--- config.mk ---
export PLATFORM = sky130hd
export DESIGN_NAME = rsa_engine_arbiter
export DESIGN_NICKNAME = d
export VERILOG_FILES = /design/src/rtl/rsa_engine_arbiter.sv
export SDC_FILE = /design/constraint.sdc
export NUM_CORES = 1
export LEC_CHECK = 0
export CORE_ASPECT_RATIO = 0.6
export CORE_MARGIN = 5
export CORE_UTILIZATION = 50
export CTS_CLUSTER_SIZE = 28
export DETAILED_ROUTE_END_ITERATION = 7
export DONT_BUFFER_PORTS = 1
export PLACE_DENSITY = 0.64
export SLEW_MARGIN = 20
export SYNTH_ARGS = -nofsm -noshare
export SYNTH_HDL_FRONTEND = slang
export SYNTH_SLANG_ARGS = --single-unit
--- constraint.sdc ---
create_clock -name clk -period 2.85 [get_ports clk]
set_input_delay 0.7125 -clock clk [delete_from_list [all_inputs] [get_ports clk]]
set_output_delay 0.7125 -clock clk [all_outputs]
set_load 0.05 [all_outputs]
--- src/rtl/rsa_engine_arbiter.sv ---
// rsa_engine_arbiter: shares one RSA modular-exponentiation engine between two
// requesters. Grants round-robin, reloads e/n only when the key differs from the
// cached loaded key, sequences the engine command codes and returns the result.
// Optional feature macro: RSA_ARB_TIMEOUT_EN enables an engine-done watchdog of
// TIMEOUT_CYCLES BLANK+WAIT cycles.
// All outputs are registered and describe the current state. req_ready is high
// in the cycle after the IDLE cycle in which the request was sampled.
module rsa_engine_arbiter #(
  parameter int unsigned DATA_W         = 13,
  parameter int unsigned OUT_W          = 16,
  parameter int unsigned TIMEOUT_CYCLES = 4096
) (
  input  logic                clk,
  input  logic                reset,
  input  logic [1:0]          req_valid,
  output logic [1:0]          req_ready,
  input  logic [2*DATA_W-1:0] req_data,
  input  logic [2*DATA_W-1:0] req_e,
  input  logic [2*DATA_W-1:0] req_n,
  output logic [1:0]          rsp_valid,
  output logic [OUT_W-1:0]    rsp_data,
  output logic                rsp_err,
  output logic [DATA_W-1:0]   eng_data,
  output logic [2:0]          eng_type,
  input  logic                eng_done,
  input  logic [OUT_W-1:0]    eng_result
);

  typedef enum logic [2:0] {
    S_IDLE, S_CHECK, S_CMD_SETUP, S_CMD_ISSUE, S_CMD_HOLD, S_BLANK, S_WAIT, S_RESP
  } state_t;

  // Command values equal the engine input_data_type codes.
  typedef enum logic [2:0] {
    C_ENC    = 3'd1,
    C_LOAD_E = 3'd2,
    C_LOAD_N = 3'd3
  } cmd_t;

  state_t            r_state, w_state;
  cmd_t              r_cmd, w_cmd;
  logic              r_ptr, w_ptr;
  logic              r_grant, w_grant;
  logic              r_blank, w_blank;
  logic [DATA_W-1:0] r_data, w_data;
  logic [DATA_W-1:0] r_e, w_e;
  logic [DATA_W-1:0] r_n, w_n;
  logic              r_cache_valid, w_cache_valid;
  logic [DATA_W-1:0] r_cache_e, w_cache_e;
  logic [DATA_W-1:0] r_cache_n, w_cache_n;
  logic [1:0]        r_req_ready, w_req_ready;
  logic [1:0]        r_rsp_valid, w_rsp_valid;
  logic [OUT_W-1:0]  r_rsp_data, w_rsp_data;
  logic              r_rsp_err, w_rsp_err;
  logic [DATA_W-1:0] r_eng_data, w_eng_data;
  logic [2:0]        r_eng_type, w_eng_type;
  logic              w_range_err;
  logic              w_key_hit;
  logic [1:0]        w_grant_1h;

`ifdef RSA_ARB_TIMEOUT_EN
  localparam int unsigned TO_W = $clog2(TIMEOUT_CYCLES + 1);
  logic [TO_W-1:0] r_to_cnt, w_to_cnt;
  logic            w_to_expire;
  // Current BLANK/WAIT cycle is the TIMEOUT_CYCLES-th since the encrypt issue.
  assign w_to_expire = (32'(r_to_cnt) + 32'd1) >= TIMEOUT_CYCLES;
`else
  logic [31:0] w_unused_timeout;
  assign w_unused_timeout = 32'(TIMEOUT_CYCLES);
`endif

  assign req_ready = r_req_ready;
  assign rsp_valid = r_rsp_valid;
  assign rsp_data  = r_rsp_data;
  assign rsp_err   = r_rsp_err;
  assign eng_data  = r_eng_data;
  assign eng_type  = r_eng_type;

  assign w_range_err = (r_data >= r_n) || (r_n < DATA_W'(2));
  assign w_key_hit   = r_cache_valid && (r_cache_e == r_e) && (r_cache_n == r_n);
  assign w_grant_1h  = r_grant ? 2'b10 : 2'b01;

  // Next-state and next-output decode.
  always_comb begin
    w_state       = r_state;
    w_cmd         = r_cmd;
    w_ptr         = r_ptr;
    w_grant       = r_grant;
    w_blank       = r_blank;
    w_data        = r_data;
    w_e           = r_e;
    w_n           = r_n;
    w_cache_valid = r_cache_valid;
    w_cache_e     = r_cache_e;
    w_cache_n     = r_cache_n;
    w_req_ready   = 2'b00;
    w_rsp_valid   = 2'b00;
    w_rsp_data    = r_rsp_data;
    w_rsp_err     = r_rsp_err;
    w_eng_data    = r_eng_data;
    w_eng_type    = 3'd0;
`ifdef RSA_ARB_TIMEOUT_EN
    w_to_cnt      = r_to_cnt;
`endif
    unique case (r_state)
      S_IDLE: begin
        if (|req_valid) begin
          w_grant     = req_valid[r_ptr] ? r_ptr : ~r_ptr;
          w_req_ready = w_grant ? 2'b10 : 2'b01;
          w_data      = w_grant ? req_data[2*DATA_W-1:DATA_W] : req_data[DATA_W-1:0];
          w_e         = w_grant ? req_e[2*DATA_W-1:DATA_W]    : req_e[DATA_W-1:0];
          w_n         = w_grant ? req_n[2*DATA_W-1:DATA_W]    : req_n[DATA_W-1:0];
          w_ptr       = ~w_grant;
          w_state     = S_CHECK;
        end
      end
      S_CHECK: begin
        if (w_range_err) begin
          w_rsp_valid = w_grant_1h;
          w_rsp_err   = 1'b1;
          w_rsp_data  = '0;
          w_state     = S_RESP;
        end else if (w_key_hit) begin
          w_cmd      = C_ENC;
          w_eng_data = r_data;
          w_state    = S_CMD_SETUP;
        end else begin
          // Engine key is about to change: cache is stale until load-n completes.
          w_cache_valid = 1'b0;
          w_cmd         = C_LOAD_E;
          w_eng_data    = r_e;
          w_state       = S_CMD_SETUP;
        end
      end
      S_CMD_SETUP: begin
        w_eng_type = r_cmd;
        w_state    = S_CMD_ISSUE;
      end
      S_CMD_ISSUE: begin
        if (r_cmd == C_ENC) begin
          w_blank = 1'b0;
`ifdef RSA_ARB_TIMEOUT_EN
          w_to_cnt = '0;
`endif
          w_state = S_BLANK;
        end else begin
          w_state = S_CMD_HOLD;
        end
      end
      S_CMD_HOLD: begin
        if (r_cmd == C_LOAD_E) begin
          w_cmd      = C_LOAD_N;
          w_eng_data = r_n;
        end else begin
          w_cache_valid = 1'b1;
          w_cache_e     = r_e;
          w_cache_n     = r_n;
          w_cmd         = C_ENC;
          w_eng_data    = r_data;
        end
        w_state = S_CMD_SETUP;
      end
      S_BLANK: begin
        // eng_done may still be high from the previous job here.
`ifdef RSA_ARB_TIMEOUT_EN
        w_to_cnt = r_to_cnt + TO_W'(1);
`endif
        if (r_blank) begin
          w_state = S_WAIT;
        end else begin
          w_blank = 1'b1;
        end
      end
      S_WAIT: begin
`ifdef RSA_ARB_TIMEOUT_EN
        w_to_cnt = r_to_cnt + TO_W'(1);
`endif
        if (eng_done) begin
          w_rsp_valid = w_grant_1h;
          w_rsp_err   = 1'b0;
          w_rsp_data  = eng_result;
          w_state     = S_RESP;
        end
`ifdef RSA_ARB_TIMEOUT_EN
        else if (w_to_expire) begin
          w_rsp_valid   = w_grant_1h;
          w_rsp_err     = 1'b1;
          w_rsp_data    = '1;
          w_cache_valid = 1'b0;
          w_state       = S_RESP;
        end
`endif
      end
      S_RESP: begin
        w_state = S_IDLE;
      end
      default: begin
        w_state = S_IDLE;
      end
    endcase
  end

  // State and registered outputs; synchronous reset drops any in-flight job.
  always_ff @(posedge clk) begin
    if (reset) begin
      r_state       <= S_IDLE;
      r_cmd         <= C_ENC;
      r_ptr         <= 1'b0;
      r_grant       <= 1'b0;
      r_blank       <= 1'b0;
      r_data        <= '0;
      r_e           <= '0;
      r_n           <= '0;
      r_cache_valid <= 1'b0;
      r_cache_e     <= '0;
      r_cache_n     <= '0;
      r_req_ready   <= 2'b00;
      r_rsp_valid   <= 2'b00;
      r_rsp_data    <= '0;
      r_rsp_err     <= 1'b0;
      r_eng_data    <= '0;
      r_eng_type    <= 3'd0;
`ifdef RSA_ARB_TIMEOUT_EN
      r_to_cnt      <= '0;
`endif
    end else begin
      r_state       <= w_state;
      r_cmd         <= w_cmd;
      r_ptr         <= w_ptr;
      r_grant       <= w_grant;
      r_blank       <= w_blank;
      r_data        <= w_data;
      r_e           <= w_e;
      r_n           <= w_n;
      r_cache_valid <= w_cache_valid;
      r_cache_e     <= w_cache_e;
      r_cache_n     <= w_cache_n;
      r_req_ready   <= w_req_ready;
      r_rsp_valid   <= w_rsp_valid;
      r_rsp_data    <= w_rsp_data;
      r_rsp_err     <= w_rsp_err;
      r_eng_data    <= w_eng_data;
      r_eng_type    <= w_eng_type;
`ifdef RSA_ARB_TIMEOUT_EN
      r_to_cnt      <= w_to_cnt;
`endif
    end
  end

endmodule

**Word level (Yosys, flattened, before mapping)**

Index checks and enable logic that the tools add are counted.

- Register bits after elaboration: 112
- Latch bits: 0
- Bits in writable memories: 0
- Memory bits (read-only): 0
- Logic and storage cells: 99
- Memories: 0

- Add/subtract/negate cells: 0
- $mul: 0
- Divide/modulo/power cells: 0
- Order comparisons: 3
- Eq/ne operators: 19
- Shift-type cells: 0
- Mux-type cells: 37
- Bitwise operators: 6
- Reductions and logical operators: 17

Operators with widths:

| operator | count |
|---|---|
| two-way mux 13 bit | 6 |
| two-way mux 16 bit | 2 |
| one-hot mux 16 bit (2 select lines) | 1 |
| == test 13 bit | 2 |
| one-hot mux 13 bit (2 select lines) | 1 |
| one-hot mux 3 bit (8 select lines) | 1 |
| != test 2 bit (second input constant) | 8 |
| two-way mux 3 bit | 5 |
| >= comparator 13 bit | 1 |
| < comparator 13 x 2 -> 1 bit (second input constant) | 1 |
| == test 3 bit (second input constant) | 4 |
| two-way mux 2 bit | 6 |
| two-way mux 1 bit | 10 |
| == test 3 x 2 -> 1 bit (second input constant) | 3 |
| AND reduction 2 bit | 4 |
| == test 3 x 1 -> 1 bit (second input constant) | 2 |
| inverter 1 bit | 6 |
| one-hot mux 1 bit (2 select lines) | 3 |
| one-hot mux 3 bit (2 select lines) | 1 |
| AND reduction 3 bit | 2 |
| nonzero test 2 bit | 3 |
| one-hot mux 2 bit (2 select lines) | 1 |
| AND reduction 4 bit | 1 |
| OR reduction 2 bit | 2 |
| 5 further kinds | 6 |

**Longest topological paths before layout**

- Depth in word-level cells: 6
- Gate-level depth with buffers: 10
- Depth with buffers taken out: 8

**Least setup slack after synthesis**

Ideal clock, no wire load.

- Path type: reg2reg
- Start point: register r_n[10]
- End point: register r_eng_data[10] (netlist: eng_data[10])
- Arrival: 1.964 ns
- Data required time: 2.759 ns
- Slack: 0.795 ns
- Cell stages (with the launch flop): 11
- Path buffers: 2
- Path through: dfxtp_1 -> inv_1 -> ha_1 -> a211o_1 -> o211ai_1 -> o211a_1 -> a21o_1 -> buf_2 -> buf_4 -> nor2_1 -> a311oi_1

- Word-level cells in the longest chain between the ends: 5

RTL lines:

| what | RTL line | source |
|---|---|---|
| start: declaration | 47 | `logic [DATA_W-1:0] r_n, w_n;` |
| start signal: assignment | 234 | `r_n <= w_n;` |
| parallel branches: the longest is 5 deep, another holds >= comparator 13 bit | -- |  |
| end signal: assignment | 242 | `r_eng_data <= w_eng_data;` |
| end: declaration | 55 | `logic [DATA_W-1:0] r_eng_data, w_eng_data;` |

Several ways; the timed one is not identified. The select of a mux whose other input is x is not followed.
A chain may end at the register's enable or synchronous reset.

**Final worst setup path**

- Start point: register r_n[4]
- End point: register r_eng_data[6] (netlist: eng_data[6])

The elaborated chain is that of the path after synthesis.

==> impl_metrics.ini <==
[status]
outcome = finished, final reports clean

[critical_path]
startpoint_type = flop
required_ns = 3.10
path_max_fanout = 17
criticalPathCategory = reg -> reg
critPathArrivalTime_ns = 2.81
end_kind = flop

[cts]
clockRootBuffer = clkbuf_16
cts_resized = 0
clockBufferDepth = 2
clock_sinks = 110
postCtsHoldBufs = 0
clk_pin_slew_ns = 0.07
insertion_delay_ns = 0.35
post_cts_buffers = 0
cts_max_level = 3
cts_tree = done
cts_buffers = 9

[global_routing]
grt_pass1_vias = 4142
grt_max_degree = 105
antenna_found_initial = 0
grt_overflow_total = 0
grt_usage_pct = 22.08
grt_pass1_wl_um = 22830

[final_layout]
multiInputGateArea_um2 = 2882
seqCellArea_um2 = 2202
antennaDiodeCount = 0
filler_cell_count = 970
final_nets = 733
drive_gt1_share_pct = 6.709
area_growth_pct = 9.038
final_area_um2 = 5872

[timing]
fin_tns_setup_ns = 0
setup_viol = 0
period_needed_ns = 2.559
relSlewSlack_pct = 48.43
clock.fmax_mhz = 390.8
slew_violations = 0
rsz0062_at_grt = no
hold_violations = 0
skew_ns = 0.007638
fin_crit_sh_pct = 89.79
worst_pin_slew_ns = 0.7736

[yosys]
synth_edf_count = 0
synth_top_family_by_area = compound AO/OA/AOI/OAI gates
synth-seq-cells = 110
yosysTopAreaCell = dfxtp_1
syn-num-nets = 753
synth_area_um2 = 5385
yosysMostFrequentCell = dfxtp_1
synth_compound_area_share_pct = 21.31
postSynthCellCount = 641
synthTopCellsByCount = dfxtp_1 (110), nand2_1 (93), nor2_1 (82)
async_flop_share_pct = 0
netlist_top_cells_area = dfxtp_1 (41%), mux2i_1 (7.4%), nand2_1 (6.5%), a211oi_1 (6.0%), nor2_1 (5.7%)
synth_warnings = 0
avgSynthCellArea_um2 = 8.401
synth_top_area_share_pct = 40.89
synth_cell_types = 47
yosys.area_share.adder_pct = 3.020
ys_seq_area_share_pct = 40.89
yosys.area_share.simple_pct = 16.87
synth-xor-area-share_pct = 4.229
synth.area.mux_share_pct = 7.644
ys.flop_type = dfxtp_1

[floorplan]
ioPinCount = 136
initial_utilization_pct = 51.00
core_area_um2 = 10560
die_w_um = 144.0
die_h_um = 90.39
rows = 29
die_area_um2 = 13010

[drt]
antenna_left = 0
wl_met2_um = 5976
drtIter0Drc = 544
wl_per_cell_um = 19.08
highest_layer = met4
firstDrtPassIters = 5
m1WireLength_um = 7015
wl_met3_um = 1352
wirelength_um = 14600
drc_errors = 0
vias = 4579
viasPerCell = 5.986

[placed_design]
portBuffers = 0
finalWeightedCongestion = 0.9358
placed_cell_area_um2 = 5525
place_hpwl_um = 10820

[job]
maxCapViolCount = 0

[hold_path]
min_path_type = in -> reg

[pwr]
p_leak_nw = 2.194
ir_worst_vdd_v = 0.0008521
power_density_nw_per_um2 = 1184
-- power by group --
| group | internal [W] | switching (W) |
|---|---|---|
| Sequential | 0.00193 | 0.000731 |
| Clock | 0.000885 | 0.000563 |
| Combinational | 0.00121 | 0.00164 |
| Total | 0.00402 | 0.00293 |
-- placed cells by master (no fill, tap or decap), types with 2 or more instances in the layout --
| master | instances |
|---|---|
| a211o_1 | 2 |
| a211oi_1 | 43 |
| a21o_1 | 2 |
| a21oi_1 | 48 |
| a22oi_1 | 13 |
| a2bb2oi_1 | 16 |
| a311oi_1 | 13 |
| a31oi_1 | 13 |
| and2_1 | 2 |
| and3_1 | 4 |
| buf_12 | 4 |
| buf_4 | 15 |
| bufinv_16 | 3 |
| clkbuf_16 | 9 |
| dfxtp_1 | 110 |
| ha_1 | 13 |
| inv_1 | 19 |
| mux2i_1 | 39 |
| nand2_1 | 93 |
| nand2b_1 | 4 |
| nand4_1 | 13 |
| nor2_1 | 82 |
| nor3_1 | 3 |
| nor4_1 | 5 |
| o211ai_1 | 2 |
| o21ai_0 | 8 |
| xnor2_1 | 23 |
| xor2_1 | 3 |
-- sequential cells by signal (all words and copies together) (netlist names), 3 cells and up --
signal     flops
rsp_data      16
r_n           13
eng_data      13
r_cache_n     13
r_state        3
r_data        13
r_e           13
r_cache_e     13
-- worst max-delay path, stage by stage, from the launching register on --
cell and delay, ns:
dfxtp_1 0.44, inv_1 0.07, ha_1 0.30, a21oi_1 0.24
o211ai_1 0.16, a21oi_1 0.29, a21o_1 0.41, buf_12 0.20
nor2_1 0.05, a311oi_1 0.29
-- area by class of cell --
| cell class | count | share of cell area, % |
|---|---|---|
| multi-input cells | 461 | 49.07 |
| flip-flops and latches | 110 | 37.50 |
| clock buffers | 11 | 4.134 |
| repair buffers | 19 | 3.281 |
| well taps | 139 | 2.962 |
| clock inverters | 5 | 1.769 |
| inverters | 20 | 1.279 |
-- through the flow --
| stage | utilization, % | hold slack [ns] | power (W) | instances | worst slack, ns |
|---|---|---|---|---|---|
| finish | 55.61 | 0.4286 | 0.006954 | 765 | 0.2910 |
| global route | 55.61 | 0.4142 | 0.007410 | 765 | 0.1516 |
| CTS | 55.61 | 0.4167 | 0.006949 | 765 | 0.3344 |
| detailed placement | 52.33 | 0.4343 | 0.005494 | 749 | 0.3373 |
| global placement | 52.33 | 0.4305 | 0.005408 | 749 | 0.5169 |
| floorplan | - | 0.4136 | 0.004650 | 641 | 0.7950 |
-- metal layers --
layer  GRT usage, %  vias to the layer above
met5              0                        -
met2          29.76                      187
met4          6.113                        0
li1               -                     2233
met1          33.14                     2134
met3          7.249                       25
-- path summary, 6_finish.rpt --
check	endpoint	cells past startpoint	startpoint	slack (ns)
worst min register to register	rsp_valid[0]	1	r_grant	0.45
worst max-delay path	eng_data[6]	9	r_n[4]	0.29
worst max register to register	eng_data[6]	9	r_n[4]	0.29
worst min-delay path	rsp_data[7]	1	reset	0.43
-- kinds of logic (layout without fill, tap and decap cells) --
kind of cell               Yosys count  in the layout
AOI/OAI and AO/OA                  167            167
xor gates and xnor gates            26             26
adders and majority gates           13             13
buffers and inverters               70             55
DFF                                110            110
muxes                               41             41
other                                1              1
and+or+nand+nor                    213            213
No activity file was read; power rests on OpenSTA's default activity.
